`config.mk`:
```
export PLATFORM = sky130hd
export DESIGN_NAME = rx_sequencer
export DESIGN_NICKNAME = d
export VERILOG_FILES = /design/src/rtl/rx_pkg.sv /design/src/rtl/rx_watchdog.sv /design/src/rtl/rx_sequencer.sv
export SDC_FILE = /design/constraint.sdc
export NUM_CORES = 1
export LEC_CHECK = 0
export BUFFER_PORTS_ARGS = -buffer_cell sky130_fd_sc_hd__buf_2
export CAP_MARGIN = 20
export CORE_UTILIZATION = 50
export CTS_CLUSTER_SIZE = 25
export DETAILED_ROUTE_END_ITERATION = 10
export HOLD_SLACK_MARGIN = 0.15
export PLACE_DENSITY = 0.72
export SLEW_MARGIN = 10
export SYNTH_ARGS = -nofsm -noshare
export SYNTH_HDL_FRONTEND = slang
export SYNTH_HIERARCHICAL = 1
export SYNTH_SLANG_ARGS = --single-unit
export TNS_END_PERCENT = 100
```
`constraint.sdc`:
```
create_clock -name clk -period 1.7 [get_ports clk]
set_input_delay 0.255 -clock clk [delete_from_list [all_inputs] [get_ports clk]]
set_output_delay 0.255 -clock clk [all_outputs]
set_load 0.005 [all_outputs]
```
`src/rtl/rx_pkg.sv`:
```
// Shared definitions for the serial receive path.
//   rx_state_t         - sequencer FSM state encoding (3 bits, six states)
//   RX_TIMEOUT_DEFAULT - default watchdog limit, in clocks, for the RECEIVE state
package rx_pkg;

  typedef enum logic [2:0] {
    IDLE     = 3'd0,
    CLEAR    = 3'd1,
    RECEIVE  = 3'd2,
    STOP_SET = 3'd3,
    STOP_CHK = 3'd4,
    LOAD     = 3'd5
  } rx_state_t;

  localparam int RX_TIMEOUT_DEFAULT = 120;

endpackage

```
`src/rtl/rx_watchdog.sv`:
```
// Frame watchdog counter for the receive sequencer.
// Counts clocks while enabled and flags when the last allowed cycle is reached.
// Ports:
//   clk     in  system clock
//   rst     in  synchronous active-high reset, zeroes the count
//   clear   in  zeroes the count (held high whenever no frame is being received)
//   enable  in  advance the count by one per clock
//   expired out high while enabled and the count sits at LIMIT-1
module rx_watchdog
  import rx_pkg::*;
#(
  parameter int LIMIT = RX_TIMEOUT_DEFAULT
) (
  input  logic clk,
  input  logic rst,
  input  logic clear,
  input  logic enable,
  output logic expired
);

  localparam int CNT_W = $clog2(LIMIT);
  localparam logic [CNT_W-1:0] LAST = CNT_W'(LIMIT - 1);

  logic [CNT_W-1:0] count;

  // The count holds at LAST instead of wrapping; the sequencer leaves
  // RECEIVE on that cycle anyway, so the hold only guards against a
  // stuck enable.
  always_ff @(posedge clk) begin
    if (rst || clear) begin
      count <= '0;
    end else if (enable && (count != LAST)) begin
      count <= count + 1'b1;
    end
  end

  assign expired = enable && (count == LAST);

endmodule

```
`src/rtl/rx_sequencer.sv`:
```
// Receive-side control unit of the serial receiver.
// Starts a frame on a start-bit pulse, runs the bit timer, checks the stop
// bit, commands the buffer load and maintains the host status flags.
// Ports:
//   clk                 in  system clock, rising edge
//   rst                 in  synchronous active-high reset
//   start_bit_detected  in  one-cycle pulse on the serial line falling edge
//   packet_done         in  one-cycle pulse from the bit timer after 9 bit periods
//   framing_error       in  stop-bit checker result, valid the cycle after sbc_enable
//   data_read           in  host read strobe, level-sampled
//   sbc_clear           out clears the stop-bit checker
//   sbc_enable          out latches the stop-bit checker
//   enable_timer        out runs the bit timer; low clears it
//   load_buffer         out one-cycle buffer load strobe
//   data_ready          out receive buffer holds unread data
//   overrun_error       out a frame was loaded over unread data (sticky)
//   timeout_error       out one-cycle pulse when the watchdog aborts a frame
module rx_sequencer
  import rx_pkg::*;
#(
  parameter int TIMEOUT_CYCLES = RX_TIMEOUT_DEFAULT
) (
  input  logic clk,
  input  logic rst,
  input  logic start_bit_detected,
  input  logic packet_done,
  input  logic framing_error,
  input  logic data_read,
  output logic sbc_clear,
  output logic sbc_enable,
  output logic enable_timer,
  output logic load_buffer,
  output logic data_ready,
  output logic overrun_error,
  output logic timeout_error
);

  rx_state_t state;
  rx_state_t state_nxt;
  logic      wd_expired;
  logic      timeout_hit;
  logic      in_receive;
  logic      in_load;

  assign in_receive = (state == RECEIVE);
  assign in_load    = (state == LOAD);

  rx_watchdog #(
    .LIMIT (TIMEOUT_CYCLES)
  ) u_watchdog (
    .clk     (clk),
    .rst     (rst),
    .clear   (!in_receive),
    .enable  (in_receive),
    .expired (wd_expired)
  );

  // packet_done wins over an expiring watchdog in the same cycle.
  assign timeout_hit = in_receive && !packet_done && wd_expired;

  always_comb begin
    state_nxt = state;
    case (state)
      IDLE:     if (start_bit_detected) state_nxt = CLEAR;
      CLEAR:    state_nxt = RECEIVE;
      RECEIVE: begin
        if (packet_done)      state_nxt = STOP_SET;
        else if (wd_expired)  state_nxt = IDLE;
      end
      STOP_SET: state_nxt = STOP_CHK;
      STOP_CHK: state_nxt = framing_error ? IDLE : LOAD;
      LOAD:     state_nxt = IDLE;
      default:  state_nxt = IDLE;
    endcase
  end

  // Outputs are registered from the next state so each one equals a plain
  // decode of the state register without any input-to-output path.
  always_ff @(posedge clk) begin
    if (rst) begin
      state         <= IDLE;
      sbc_clear     <= 1'b0;
      sbc_enable    <= 1'b0;
      enable_timer  <= 1'b0;
      load_buffer   <= 1'b0;
      timeout_error <= 1'b0;
      data_ready    <= 1'b0;
      overrun_error <= 1'b0;
    end else begin
      state         <= state_nxt;
      sbc_clear     <= (state_nxt == CLEAR);
      sbc_enable    <= (state_nxt == STOP_SET);
      enable_timer  <= (state_nxt == RECEIVE);
      load_buffer   <= (state_nxt == LOAD);
      timeout_error <= timeout_hit;

      // A load always leaves unread data behind, even if the host reads
      // in the same cycle (that read consumed the previous byte).
      if (in_load) begin
        data_ready <= 1'b1;
      end else if (data_read) begin
        data_ready <= 1'b0;
      end

      if (in_load && data_ready && !data_read) begin
        overrun_error <= 1'b1;
      end else if (data_read) begin
        overrun_error <= 1'b0;
      end
    end
  end

endmodule

```
==> impl_metrics.py, run 1 <==
metrics = {
    "outcome": {
        "status": "completed",
    },
    "sta": {
        "min_period_ns": 1.57,
        "worst_slack_ns": 0.130,
        "drv_slew": 0,
        "fin_worst_skew_ns": 0.000987,
        "fmax_mhz": 637,
        "hold_viol_final": 0,
        "post-route-period-util_pct": 92.3,
        "setup_violations": 0,
        "relSlewSlack_pct": 80.1,
        "grt_setup_unrepaired": "no",
        "worstMarginPinSlew_ns": 0.298,
        "tns_ns": 0,
    },
    "die": {
        "die_height_um": 40.8,
        "die_w_um": 40.8,
        "top_level_ports": 13,
        "rows": 13,
        "dieArea_sq_um": 1670,
        "start_util_pct": 55.8,
        "core_sq_um": 1350,
    },
    "clock_network": {
        "clkSinkCount": 17,
        "clk_pin_slew_ns": 0.10,
        "clk_path_buf_depth": 2,
        "cts_tree": "done",
        "clock_latency_ns": 0.28,
        "root_buffer": "clkbuf_4",
        "cts_buffers": 3,
        "htreeDepth": 1,
    },
    "routing": {
        "dr.first_iter.drc_count": 14,
        "routed_wl_um": 1410,
        "firstDrtPassIters": 4,
        "wire_per_inst_um": 12.4,
        "drc": 0,
        "ant_nets": 0,
        "via_count": 626,
        "viasPerCell": 5.49,
    },
    "power": {
        "peakVddDrop_mv": 0.457,
        "leakage_nw": 0.356,
        "powerDensity_nw_per_um2": 793,
    },
    "placement": {
        "gp_congestion": 0.785,
        "dp_hpwl_um": 1030,
        "portBuffers": 12,
        "place_inst": 109,
        "pre_cts_ws_ns": 0.157,
        "placed_area_sq_um": 855,
    },
    "worst_setup_path": {
        "r2r-start": "u_watchdog/count[0]",
        "rr_worst_depth": 6,
        "required_ns": 1.88,
        "worstPathArrival_ns": 1.75,
        "startpoint_type": "flop",
        "crit_path_end_kind": "flop",
        "crit_fanout": 4,
        "path_class": "reg2reg",
        "startpoint": "u_watchdog/count[0]",
    },
    "global_routing": {
        "gr-total-overflow": 0,
        "grt_pass1_vias": 521,
        "grt_max_degree": 11,
        "grt_usage_pct": 19.4,
        "grt_pass1_wl_um": 2140,
        "antenna_found_initial": 0,
    },
    "synthesis": {
        "synthesis.nets": 86,
        "synth_area_sq_um": 753,
        "yosys_warnings": 6,
        "seq_area_frac_synth_pct": 45.2,
        "postSynthAreaPerCell_sq_um": 9.53,
        "synth_cell_type_count": 32,
        "synth_cells": 79,
        "ys_seq_elements": 17,
    },
    "final_layout": {
        "nNetsFinal": 107,
        "syn_to_final_growth_pct": 18.4,
        "layout.cells.non_filler": 114,
        "postLayoutCellArea_sq_um": 892,
        "drive_gt1_share_pct": 30.3,
        "antennaDiodeCount": 0,
    },
    "run": {
        "maxCapViolCount": 0,
    },
    "worst_hold_path": {
        "hold_depth": 2,
        "hold_path.class": "in2reg",
        "min_from": "rst",
    },
}
-- report_power, final --
part	total, mW	internal (mW)	switching [mW]
clock network	0.211	0.0873	0.123
registers	0.415	0.408	0.00631
logic	0.0823	0.0377	0.0446
-- Yosys cell counts (all sizes together) --
| cell | number | area, sq um |
|---|---|---|
| a211o | 1 | 8.76 |
| a211oi | 1 | 7.51 |
| a21boi | 1 | 11.3 |
| a21oi | 7 | 46.3 |
| a32oi | 1 | 8.76 |
| a41oi | 1 | 8.76 |
| and2 | 1 | 6.26 |
| and3 | 1 | 7.51 |
| and4b | 1 | 13.8 |
| dfxtp | 17 | 340 |
| ha | 1 | 12.5 |
| inv | 4 | 15.0 |
| mux2 | 1 | 11.3 |
| mux2i | 2 | 20.0 |
| nand2 | 7 | 26.3 |
| nand2b | 3 | 18.8 |
| nand3b | 1 | 7.51 |
| nand4 | 2 | 18.8 |
| nor2 | 5 | 18.8 |
| nor2b | 4 | 27.5 |
| nor3 | 4 | 20.0 |
| nor3b | 1 | 7.51 |
| o211ai | 1 | 12.5 |
| o21ai | 3 | 15.0 |
| o221ai | 1 | 8.76 |
| or2 | 2 | 12.5 |
| or3 | 3 | 18.8 |
| or4b | 1 | 13.8 |
| xor2 | 1 | 8.76 |
-- per-layer routing --
| metal | routed length (um) | GRT usage, % | vias up |
|---|---|---|---|
| li1 | - | - | 328 |
| met1 | 686 | 27.2 | 275 |
| met2 | 624 | 28.9 | 21 |
| met3 | 86 | 3.80 | 2 |
| met4 | 14 | 7.50 | 0 |
| met5 | 0 | 0 | - |
-- flip-flops by register name, summed over array words and instances, names as in the netlist --
| signal | cells |
|---|---|
| u_watchdog/count | 7 |
| sbc_clear | 1 |
| overrun_error | 1 |
| enable_timer | 1 |
| load_buffer | 1 |
| sbc_enable | 1 |
| state | 3 |
| timeout_error | 1 |
| data_ready | 1 |
-- worst max-delay path, stage by stage (launching register included) --
cell and delay (ns):
dfxtp_1 0.39, ha_1 0.24, and4b_4 0.27, and3_2 0.19
nand2b_1 0.07, a21oi_1 0.22, nor3b_1 0.08
-- cell type report --
cell class	instances	area (sq um)
Clock buffer	3	22.5
Clock inverter	1	5.00
Multi-Input combinational cell	58	398
Tap cell	15	18.8
Sequential cell	17	340
Timing Repair Buffer	16	92.6
Inverter	4	15.0
Fill cell	122	458
-- kinds of logic after synthesis --
family | Yosys count | synth area share (%)
buffers and inverters | 4 | 1.99
and+or+nand+nor | 36 | 28.9
AOI/OAI and AO/OA | 17 | 16.9
muxes | 3 | 4.15
xor gates and xnor gates | 1 | 1.16
adders and majority gates | 1 | 1.66
DFF | 17 | 45.2
-- worst paths after layout --
kind                    endpoint  slack, ns
max                 enable_timer       0.13
min                     state[2]       0.27
max reg2reg         enable_timer       0.13
min reg2reg  u_watchdog/count[1]       0.50
-- through the flow --
stage                     total power [mW]  utilization [%]  hold slack (ns)
after floorplan                      0.471                -            0.318
after global placement               0.502             63.3            0.440
after detailed placement             0.503             63.3            0.442
after CTS                            0.720             66.1            0.255
after global routing                 0.744             66.1            0.266
final                                0.708             66.1            0.270
-- cell usage in the layout, fill, tap and decap left out, types with 2 or more instances in the layout --
master,synthesis,routed
dfxtp_1,17,17
buf_2,0,12
nand2_1,7,7
a21oi_1,6,6
nor2_1,5,5
inv_1,4,4
nor3_1,4,4
nand2b_1,3,3
nor2b_1,3,3
o21ai_0,3,3
clkbuf_4,0,3
buf_4,0,3
or3_1,3,3
or2_2,2,2
mux2i_1,2,2
-- timing repair --
action / CTS / global route
hold endpoints to repair: 1 / 0
gates resized for setup: 0 / 0
hold buffers: 1 / 0
setup buffers: 0 / 0
No activity file was read; power rests on OpenSTA's default activity.
==> run 2, diff against run 1 <==
CELL_PAD_IN_SITES_DETAIL_PLACEMENT = 1   (was default)
CELL_PAD_IN_SITES_GLOBAL_PLACEMENT = 2   (was default)
CORE_UTILIZATION = 32   (was 50)
PLACE_DENSITY = default   (was 0.72)
PLACE_DENSITY_LB_ADDON = 0.1   (was default)
==> impl_metrics.py, run 2 (same netlist as run 1, synthesis figures left out) <==
metrics = {
    "outcome": {
        "status": "completed",
    },
    "final_layout": {
        "final_cell_mix": "dfxtp_1 (17), buf_2 (12), nand2_1 (7), nor2_1 (5), a21oi_1 (5)",
        "syn_to_final_growth_pct": 21.9,
        "layout_commonest_cell": "dfxtp_1",
        "antennaDiodeCount": 0,
        "fill_cells": 281,
        "fin_util_pct": 41.5,
        "top_regs": "u_watchdog/count (7), state (3)",
        "regMostFlops": "u_watchdog/count",
        "layout.cells.non_filler": 128,
        "drive_gt1_share_pct": 31.0,
        "postLayoutCellArea_sq_um": 918,
        "nNetsFinal": 108,
        "largest_reg_flops": 7,
    },
    "sta": {
        "min_period_ns": 1.54,
        "fin_worst_skew_ns": 0.00314,
        "worst_slack_ns": 0.158,
        "post-route-period-util_pct": 90.7,
        "hold_ws_ns": 0.267,
        "hold_viol_final": 0,
        "setup_violations": 0,
        "tns_ns": 0,
        "grt_setup_unrepaired": "no",
        "drv_slew": 0,
        "relSlewSlack_pct": 79.2,
        "worstMarginPinSlew_ns": 0.311,
        "fmax_mhz": 649,
    },
    "die": {
        "top_level_ports": 13,
        "core_sq_um": 2210,
        "dieArea_sq_um": 2550,
        "rows": 17,
        "die_w_um": 50.5,
        "start_util_pct": 34.0,
        "die_height_um": 50.5,
    },
    "placement": {
        "placed_area_sq_um": 878,
        "dp_hpwl_um": 1240,
        "portBuffers": 12,
        "pre_cts_ws_ns": 0.113,
        "place_inst": 123,
        "gp_congestion": 0.694,
    },
    "routing": {
        "dr.first_iter.drc_count": 6,
        "viasPerCell": 5.08,
        "wire_per_inst_um": 12.7,
        "via_count": 650,
        "routed_wl_um": 1620,
        "ant_nets": 0,
        "drc": 0,
        "firstDrtPassIters": 4,
    },
    "worst_setup_path": {
        "crit_family": "simple AND/OR/NAND/NOR gates",
        "startpoint_type": "flop",
        "crit_fanout": 4,
        "max_stage_delay_ns": 0.39,
        "required_ns": 1.87,
        "path_class": "reg2reg",
        "cp.buffers_inverters": 0,
        "path_cells": "ha_1 -> and4b_4 -> and3_2 -> nand2b_1 -> a21oi_2 -> nor3_1",
        "crit_slowest_cell": "dfxtp_1",
        "worstPathArrival_ns": 1.71,
        "crit_path_end_kind": "flop",
    },
    "power": {
        "peakVddDrop_mv": 0.378,
        "p_total_uw": 717,
        "leakage_nw": 0.359,
        "powerDensity_nw_per_um2": 781,
    },
    "worst_hold_path": {
        "hold_path.class": "in2reg",
    },
    "clock_network": {
        "clkSinkCount": 17,
        "htreeDepth": 1,
        "clock_latency_ns": 0.28,
        "root_buffer": "clkbuf_4",
        "clk_path_buf_depth": 2,
        "cts_buffers": 3,
        "post_cts_buffers": 0,
        "cts_tree": "done",
        "clk_pin_slew_ns": 0.10,
    },
    "global_routing": {
        "grt_max_degree": 11,
        "grt_pass1_wl_um": 2710,
        "antenna_found_initial": 0,
        "gr-total-overflow": 0,
        "grt_usage_pct": 14.9,
        "grt_pass1_vias": 635,
    },
    "run": {
        "maxCapViolCount": 0,
    },
}
==> run 2: power breakdown <==
group / switching, mW / internal (mW) / total (mW) / leakage (nW)
logic: 0.0500 / 0.0412 / 0.0912 / 0.206
registers: 0.00413 / 0.409 / 0.413 / 0.138
clock network: 0.122 / 0.0911 / 0.213 / 0.0150
==> run 2: worst reg2reg max path, stage by stage (launching register included) <==
cell and delay [ns]:
dfxtp_1 0.39, ha_1 0.23, and4b_4 0.27, and3_2 0.20
nand2b_1 0.09, a21oi_2 0.18, nor3_1 0.06
==> run 2: worst paths after layout <==
check	slack, ns	depth (start not counted)	from	end
worst max-delay path	0.16	6	u_watchdog/count[0]	sbc_enable
worst min-delay path	0.27	2	rst	state[2]
worst max register to register	0.16	6	u_watchdog/count[0]	sbc_enable
worst min register to register	0.50	2	u_watchdog/count[1]	u_watchdog/count[1]
==> run 2: area by class of cell <==
| type | instances | area (sq um) | share of cell area [%] |
|---|---|---|---|
| multi-input combinational | 58 | 402 | 43.7 |
| sequential | 17 | 340 | 37.1 |
| timing repair buffer | 17 | 100 | 10.9 |
| tap | 28 | 35.0 | 3.81 |
| clock buffer | 4 | 26.3 | 2.86 |
| inverter | 4 | 15.0 | 1.63 |
==> run 2: layer usage <==
layer	share of wire, %	GRT usage [%]	vias up
met3	2.2	3.64	4
met5	0	0	-
li1	-	-	326
met2	50	26.4	9
met1	46	15.5	311
met4	1.9	9.72	0
==> run 2: what timing repair did <==
| action | 4_1_cts | 5_1_grt |
|---|---|---|
| hold buffers | 1 | 0 |
| setup endpoints to repair | 0 | 3 |
| hold endpoints to repair | 1 | 0 |
| resized for setup | 0 | 1 |
